File: src/rtl/fifo_buffer.sv
// ============================================================================
// Module   : fifo_buffer
// Purpose  : Synchronous FIFO with integrated RAM, occupancy count, status
//            flags and sticky overflow/underflow error flags.
// Revision : 1.0 - initial release
// ============================================================================
`default_nettype none

module fifo_buffer #(
    parameter int DATA_SIZE = 4,
    parameter int ADDR_SIZE = 3
) (
    input  logic                 clk,
    input  logic                 reset,
    input  logic                 write,
    input  logic [DATA_SIZE-1:0] data_in,
    input  logic                 read,
    output logic [DATA_SIZE-1:0] data_out,
    output logic                 valid_out,
    input  logic [ADDR_SIZE:0]   almost_full_thr,
    input  logic [ADDR_SIZE:0]   almost_empty_thr,
    input  logic                 err_clr,
    output logic                 full,
    output logic                 empty,
    output logic                 almost_full,
    output logic                 almost_empty,
    output logic [ADDR_SIZE:0]   count,
    output logic                 overflow,
    output logic                 underflow
);

    localparam int                   DEPTH       = 2 ** ADDR_SIZE;
    localparam logic [ADDR_SIZE:0]   c_DEPTH     = (ADDR_SIZE + 1)'(DEPTH);
    localparam logic [ADDR_SIZE:0]   c_CNT_ONE   = (ADDR_SIZE + 1)'(1);
    localparam logic [ADDR_SIZE-1:0] c_PTR_ONE   = ADDR_SIZE'(1);

    logic [DATA_SIZE-1:0] r_mem [DEPTH];

    logic [ADDR_SIZE-1:0] wr_ptr_q, wr_ptr_d;
    logic [ADDR_SIZE-1:0] rd_ptr_q, rd_ptr_d;
    logic [ADDR_SIZE:0]   count_q, count_d;
    logic [DATA_SIZE-1:0] data_q, data_d;
    logic                 valid_q, valid_d;
    logic                 ovf_q, ovf_d;
    logic                 unf_q, unf_d;

    logic w_full, w_empty, w_rd_acc, w_wr_acc;

    assign w_full   = (count_q == c_DEPTH);
    assign w_empty  = (count_q == '0);
    assign w_rd_acc = read & ~w_empty;
    // A full FIFO still takes a write when a read frees the slot on the same edge.
    assign w_wr_acc = write & (~w_full | w_rd_acc);

    always_comb begin
        wr_ptr_d = wr_ptr_q;
        rd_ptr_d = rd_ptr_q;
        count_d  = count_q;
        data_d   = data_q;
        valid_d  = 1'b0;

        if (w_wr_acc) begin
            wr_ptr_d = wr_ptr_q + c_PTR_ONE;
        end
        if (w_rd_acc) begin
            rd_ptr_d = rd_ptr_q + c_PTR_ONE;
            data_d   = r_mem[rd_ptr_q];
            valid_d  = 1'b1;
        end

        case ({w_wr_acc, w_rd_acc})
            2'b10:   count_d = count_q + c_CNT_ONE;
            2'b01:   count_d = count_q - c_CNT_ONE;
            default: count_d = count_q;
        endcase

        // A fresh error in the clearing cycle keeps the flag set.
        ovf_d = (write & ~w_wr_acc) | (ovf_q & ~err_clr);
        unf_d = (read  & ~w_rd_acc) | (unf_q & ~err_clr);
    end

    always_ff @(posedge clk or posedge reset) begin
        if (reset) begin
            wr_ptr_q <= '0;
            rd_ptr_q <= '0;
            count_q  <= '0;
            data_q   <= '0;
            valid_q  <= 1'b0;
            ovf_q    <= 1'b0;
            unf_q    <= 1'b0;
        end else begin
            wr_ptr_q <= wr_ptr_d;
            rd_ptr_q <= rd_ptr_d;
            count_q  <= count_d;
            data_q   <= data_d;
            valid_q  <= valid_d;
            ovf_q    <= ovf_d;
            unf_q    <= unf_d;
        end
    end

    always_ff @(posedge clk) begin
        if (w_wr_acc) begin
            r_mem[wr_ptr_q] <= data_in;
        end
    end

    assign data_out     = data_q;
    assign valid_out    = valid_q;
    assign count        = count_q;
    assign full         = w_full;
    assign empty        = w_empty;
    assign almost_full  = (count_q >= almost_full_thr);
    assign almost_empty = (count_q <= almost_empty_thr);
    assign overflow     = ovf_q;
    assign underflow    = unf_q;

endmodule

`default_nettype wire
File: config.mk
export PLATFORM = sky130hd
export DESIGN_NAME = fifo_buffer
export DESIGN_NICKNAME = d
export VERILOG_FILES = /design/src/rtl/fifo_buffer.sv
export SDC_FILE = /design/constraint.sdc
export NUM_CORES = 1
export LEC_CHECK = 0
export BUFFER_PORTS_ARGS = -buffer_cell sky130_fd_sc_hd__buf_2
export CAP_MARGIN = 20
export CELL_PAD_IN_SITES_DETAIL_PLACEMENT = 1
export CELL_PAD_IN_SITES_GLOBAL_PLACEMENT = 2
export CORE_AREA = 5 5 87 89
export DETAILED_ROUTE_END_ITERATION = 7
export DIE_AREA = 0 0 92 94
export GPL_ROUTABILITY_DRIVEN = 1
export PLACE_DENSITY_LB_ADDON = 0.08
export REMOVE_ABC_BUFFERS = 1
export SYNTH_ARGS = -nofsm -noshare
export SYNTH_HDL_FRONTEND = slang
export SYNTH_SLANG_ARGS = --single-unit
File: constraint.sdc
create_clock -name clk -period 2.4 [get_ports clk]
set_clock_uncertainty 0.15 [all_clocks]
set_input_delay 0.48 -clock clk [delete_from_list [all_inputs] [get_ports clk]]
set_output_delay 0.48 -clock clk [all_outputs]
set_load 0.01 [all_outputs]
==> results.json <==
{
  "insertion_delay_ns": 0.29,
  "syn_area_sq_mm": 0.00235,
  "hold_class": "in -> async",
  "hold_violations": 0,
  "synth_most_common_cell": "edfxtp_1",
  "max_stage_delay_ns": 0.42,
  "cp.buffers_inverters": 2,
  "n_antenna_cell": 0,
  "setup_slack_ns": -0.0165,
  "slew_headroom_pct": 54.5,
  "async_flop_share_pct": 34.7,
  "leakage_uw": 0.00133,
  "drive_gt1_share_pct": 41.8,
  "yosys.area.top_type": "edfxtp_1",
  "worstPathCellList": "or3_4, o21ai_4, inv_2, nand2b_4, inv_2, ha_4, a211o_1, and2_4, a221o_1, o221ai_2",
  "synthFlopType": "edfxtp_1",
  "grtUsageMet2_pct": 21.7,
  "vias": 1498,
  "cts_htree_levels": 2,
  "syn_to_final_growth_pct": 29.4,
  "core_area_sq_mm": 0.00668,
  "power_density_mw_per_mm2": 1110,
  "chipHeight_um": 94,
  "start_util_pct": 35.1,
  "dieArea_sq_mm": 0.00865,
  "io_pins": 32,
  "num-nets-final": 266,
  "drv_cap": 0,
  "drt-wirelength-per-cell_um": 16.1,
  "cpLargestDelayFamily": "compound AO/OA/AOI/OAI gates",
  "die_w_um": 92,
  "max_freq_ghz": 0.414,
  "clock_tree.buffer_depth": 2,
  "failed_checks": "negative setup slack",
  "dp_hpwl_um": 3750,
  "cts_buffers": 5,
  "grt_pass1_wl_um": 8480,
  "finalSetupViolCount": 2,
  "tightest_slew_ns": 0.682,
  "clkTransAtPathRegs_ns": 0.09,
  "synth_cells": 170,
  "ctsHoldBuffers": 0,
  "grt_overflow": 0,
  "wl_um": 5100,
  "crit_arrival_ns": 2.49,
  "drc": 0,
  "peakVddDrop_mv": 0.373,
  "row_count": 30,
  "port_buffers": 31,
  "grt_start_max_net_pins": 19,
  "met3_usage_pct": 3.13,
  "grt_usage_pct": 12.7,
  "gp_congestion": 0.694,
  "worst_setup_path_start_kind": "flip-flop",
  "drtIter0Drc": 40,
  "critPathKind": "reg -> reg",
  "vias_per_cell": 4.73,
  "grt_pass1_vias": 1670,
  "ys_seq_area_share_pct": 59.1,
  "min_period_ns": 2.42,
  "worstSetupEndpointType": "flip-flop",
  "syn_area_per_cell_sq_um": 13.8,
  "clkSinkCount": 49,
  "synth_cell_type_count": 36,
  "netlist.area_leader.share_pct": 41.0,
  "fin_hold_ws_ns": 0.120,
  "cp_max_fo": 3,
  "rsz0062_at_grt": "true",
  "use_met1_pct": 16.2,
  "synth_edf_count": 32,
  "top_usage_layer": "met2",
  "worst_path_max_delay_cell": "or3_4",
  "netlist_top_cells_area": "edfxtp_1 41%, dfrtp_1 18%, mux2i_1 7.3%, ha_1 6.4%, mux4_2 3.8%",
  "cts_tree": "done",
  "ys_seq_elements": 49,
  "drtAntennaViolNets": 0,
  "slew_viol_final": 0,
  "fin_util_pct": 45.4,
  "ys_warn_count": 0,
  "crit_required_ns": 2.47,
  "antenna_found_initial": 0,
  "first_pass_iters": 5,
  "fill_cells": 708,
  "cp_common_cell": "inv_2",
  "synth_common_cells": "32 x edfxtp_1, 17 x dfrtp_1, 17 x mux2i_1, 17 x nand2_1, 13 x inv_1",
  "cts_root_buf": "clkbuf_8",
  "outcome": "finished with violations",
  "finalCritPeriodShare_pct": 101
}
-- stage by stage --
step	TNS [ns]	cell area (sq um)	worst slack [ns]	cells	power, uW
6_report	-0.0208	3040	-0.0165	317	3380
2_1_floorplan	-1.23	2290	-0.785	164	2100
3_5_place_dp	-0.199	2660	-0.199	290	2630
4_1_cts	-0.103	2990	-0.0534	318	3350
3_3_place_gp	-0.0886	2660	-0.0886	290	2540
5_1_grt	-0.257	3040	-0.0923	317	3630
-- worst register-to-register path: cells and delay by family (launching register included) --
family | cells | cell delay (ns)
flip-flops | 1 | 0.41
adder cells (fa/ha/maj) | 1 | 0.21
buffers and inverters | 2 | 0.13
AO/OA/AOI/OAI | 4 | 0.79
AND/OR/NAND/NOR | 3 | 0.66
-- worst paths after layout --
path,start,endpoint,slack [ns],cells after the start
max,count[1]$_DFFE_PP0P_,count[3]$_DFFE_PP0P_,-0.02,10
min,reset,data_out[0]$_DFFE_PP0P_,0.12,2
max reg2reg,count[1]$_DFFE_PP0P_,count[3]$_DFFE_PP0P_,-0.02,10
min reg2reg,data_out[2]$_DFFE_PP0P_,data_out[2]$_DFFE_PP0P_,0.35,2
max in group asynchronous,reset,wr_ptr_q[2]$_DFFE_PP0P_,1.55,2
min in group clk,data_in[3],r_mem[6][3]$_DFFE_PP_,0.31,1
-- metal layers --
layer  share of wire, %  vias up  wire length (um)
met1                 47      734              2410
met2                 49       20              2490
met4               0.71        0                36
li1                   -      742                 -
met3                3.4        2               173
met5                  0        -                 0
-- timing repair --
action,4_1_cts,5_1_grt
endpoints found under the setup margin,3,10
hold endpoints to repair,0,0
pin swaps,9,5
resized for setup,18,11
setup buffers,22,4
-- cells by family (layout without fill, tap and decap cells) --
group           after synthesis  in the layout  share of synthesized area, %
flops                        49             49                          59.1
simple gates                 39             39                          7.63
compound gates               22             22                          7.68
buf+inv                      19             86                          4.37
fa+ha+maj                    13             13                          7.25
xor+xnor                      6              6                          2.24
mux                          22             22                          11.7
-- power by group --
| part | switching, uW | internal, uW | leakage (uW) |
|---|---|---|---|
| logic | 768 | 875 | 0.000784 |
| registers | 144 | 1100 | 0.000497 |
| clock network | 281 | 207 | 0.0000445 |
-- flip-flops by register name (all words and copies together), names as in the netlist --
signal and count:
count 4, data_out 4, overflow 1, r_mem 32, rd_ptr_q 3, underflow 1
valid_out 1, wr_ptr_q 3
-- layout make-up --
| cell class | instances | area [sq um] | area share [%] |
|---|---|---|---|
| inverters | 13 | 51.3 | 1.69 |
| well taps | 80 | 100 | 3.30 |
| clock buffers | 5 | 68.8 | 2.27 |
| flip-flops and latches | 49 | 1390 | 45.7 |
| multi-input cells | 102 | 987 | 32.5 |
| repair buffers | 65 | 422 | 13.9 |
| clock inverters | 3 | 21.3 | 0.700 |
-- placed cells by master (no fill, tap or decap), drive strengths merged --
| cell | n |
|---|---|
| or2 | 1 |
| inv | 14 |
| o21ai | 7 |
| a21oi | 1 |
| nor2b | 2 |
| edfxtp | 32 |
| buf | 65 |
| a31oi | 1 |
| nand4 | 1 |
| o221ai | 1 |
| mux4 | 4 |
| nor2 | 8 |
| a22o | 2 |
| clkinv | 1 |
| nor3 | 2 |
| a221o | 1 |
| mux2 | 1 |
| o22ai | 1 |
| a21o | 3 |
| clkbuf | 5 |
| and2 | 1 |
| clkinvlp | 1 |
| ha | 12 |
| or3 | 1 |
| fa | 1 |
| dfrtp | 17 |
| a211o | 1 |
| o21a | 3 |
| a32oi | 1 |
| xor2 | 1 |
| nand2b | 6 |
| mux2i | 17 |
| nand2 | 17 |
| xnor2 | 5 |
(Power assumes the default switching activity.)
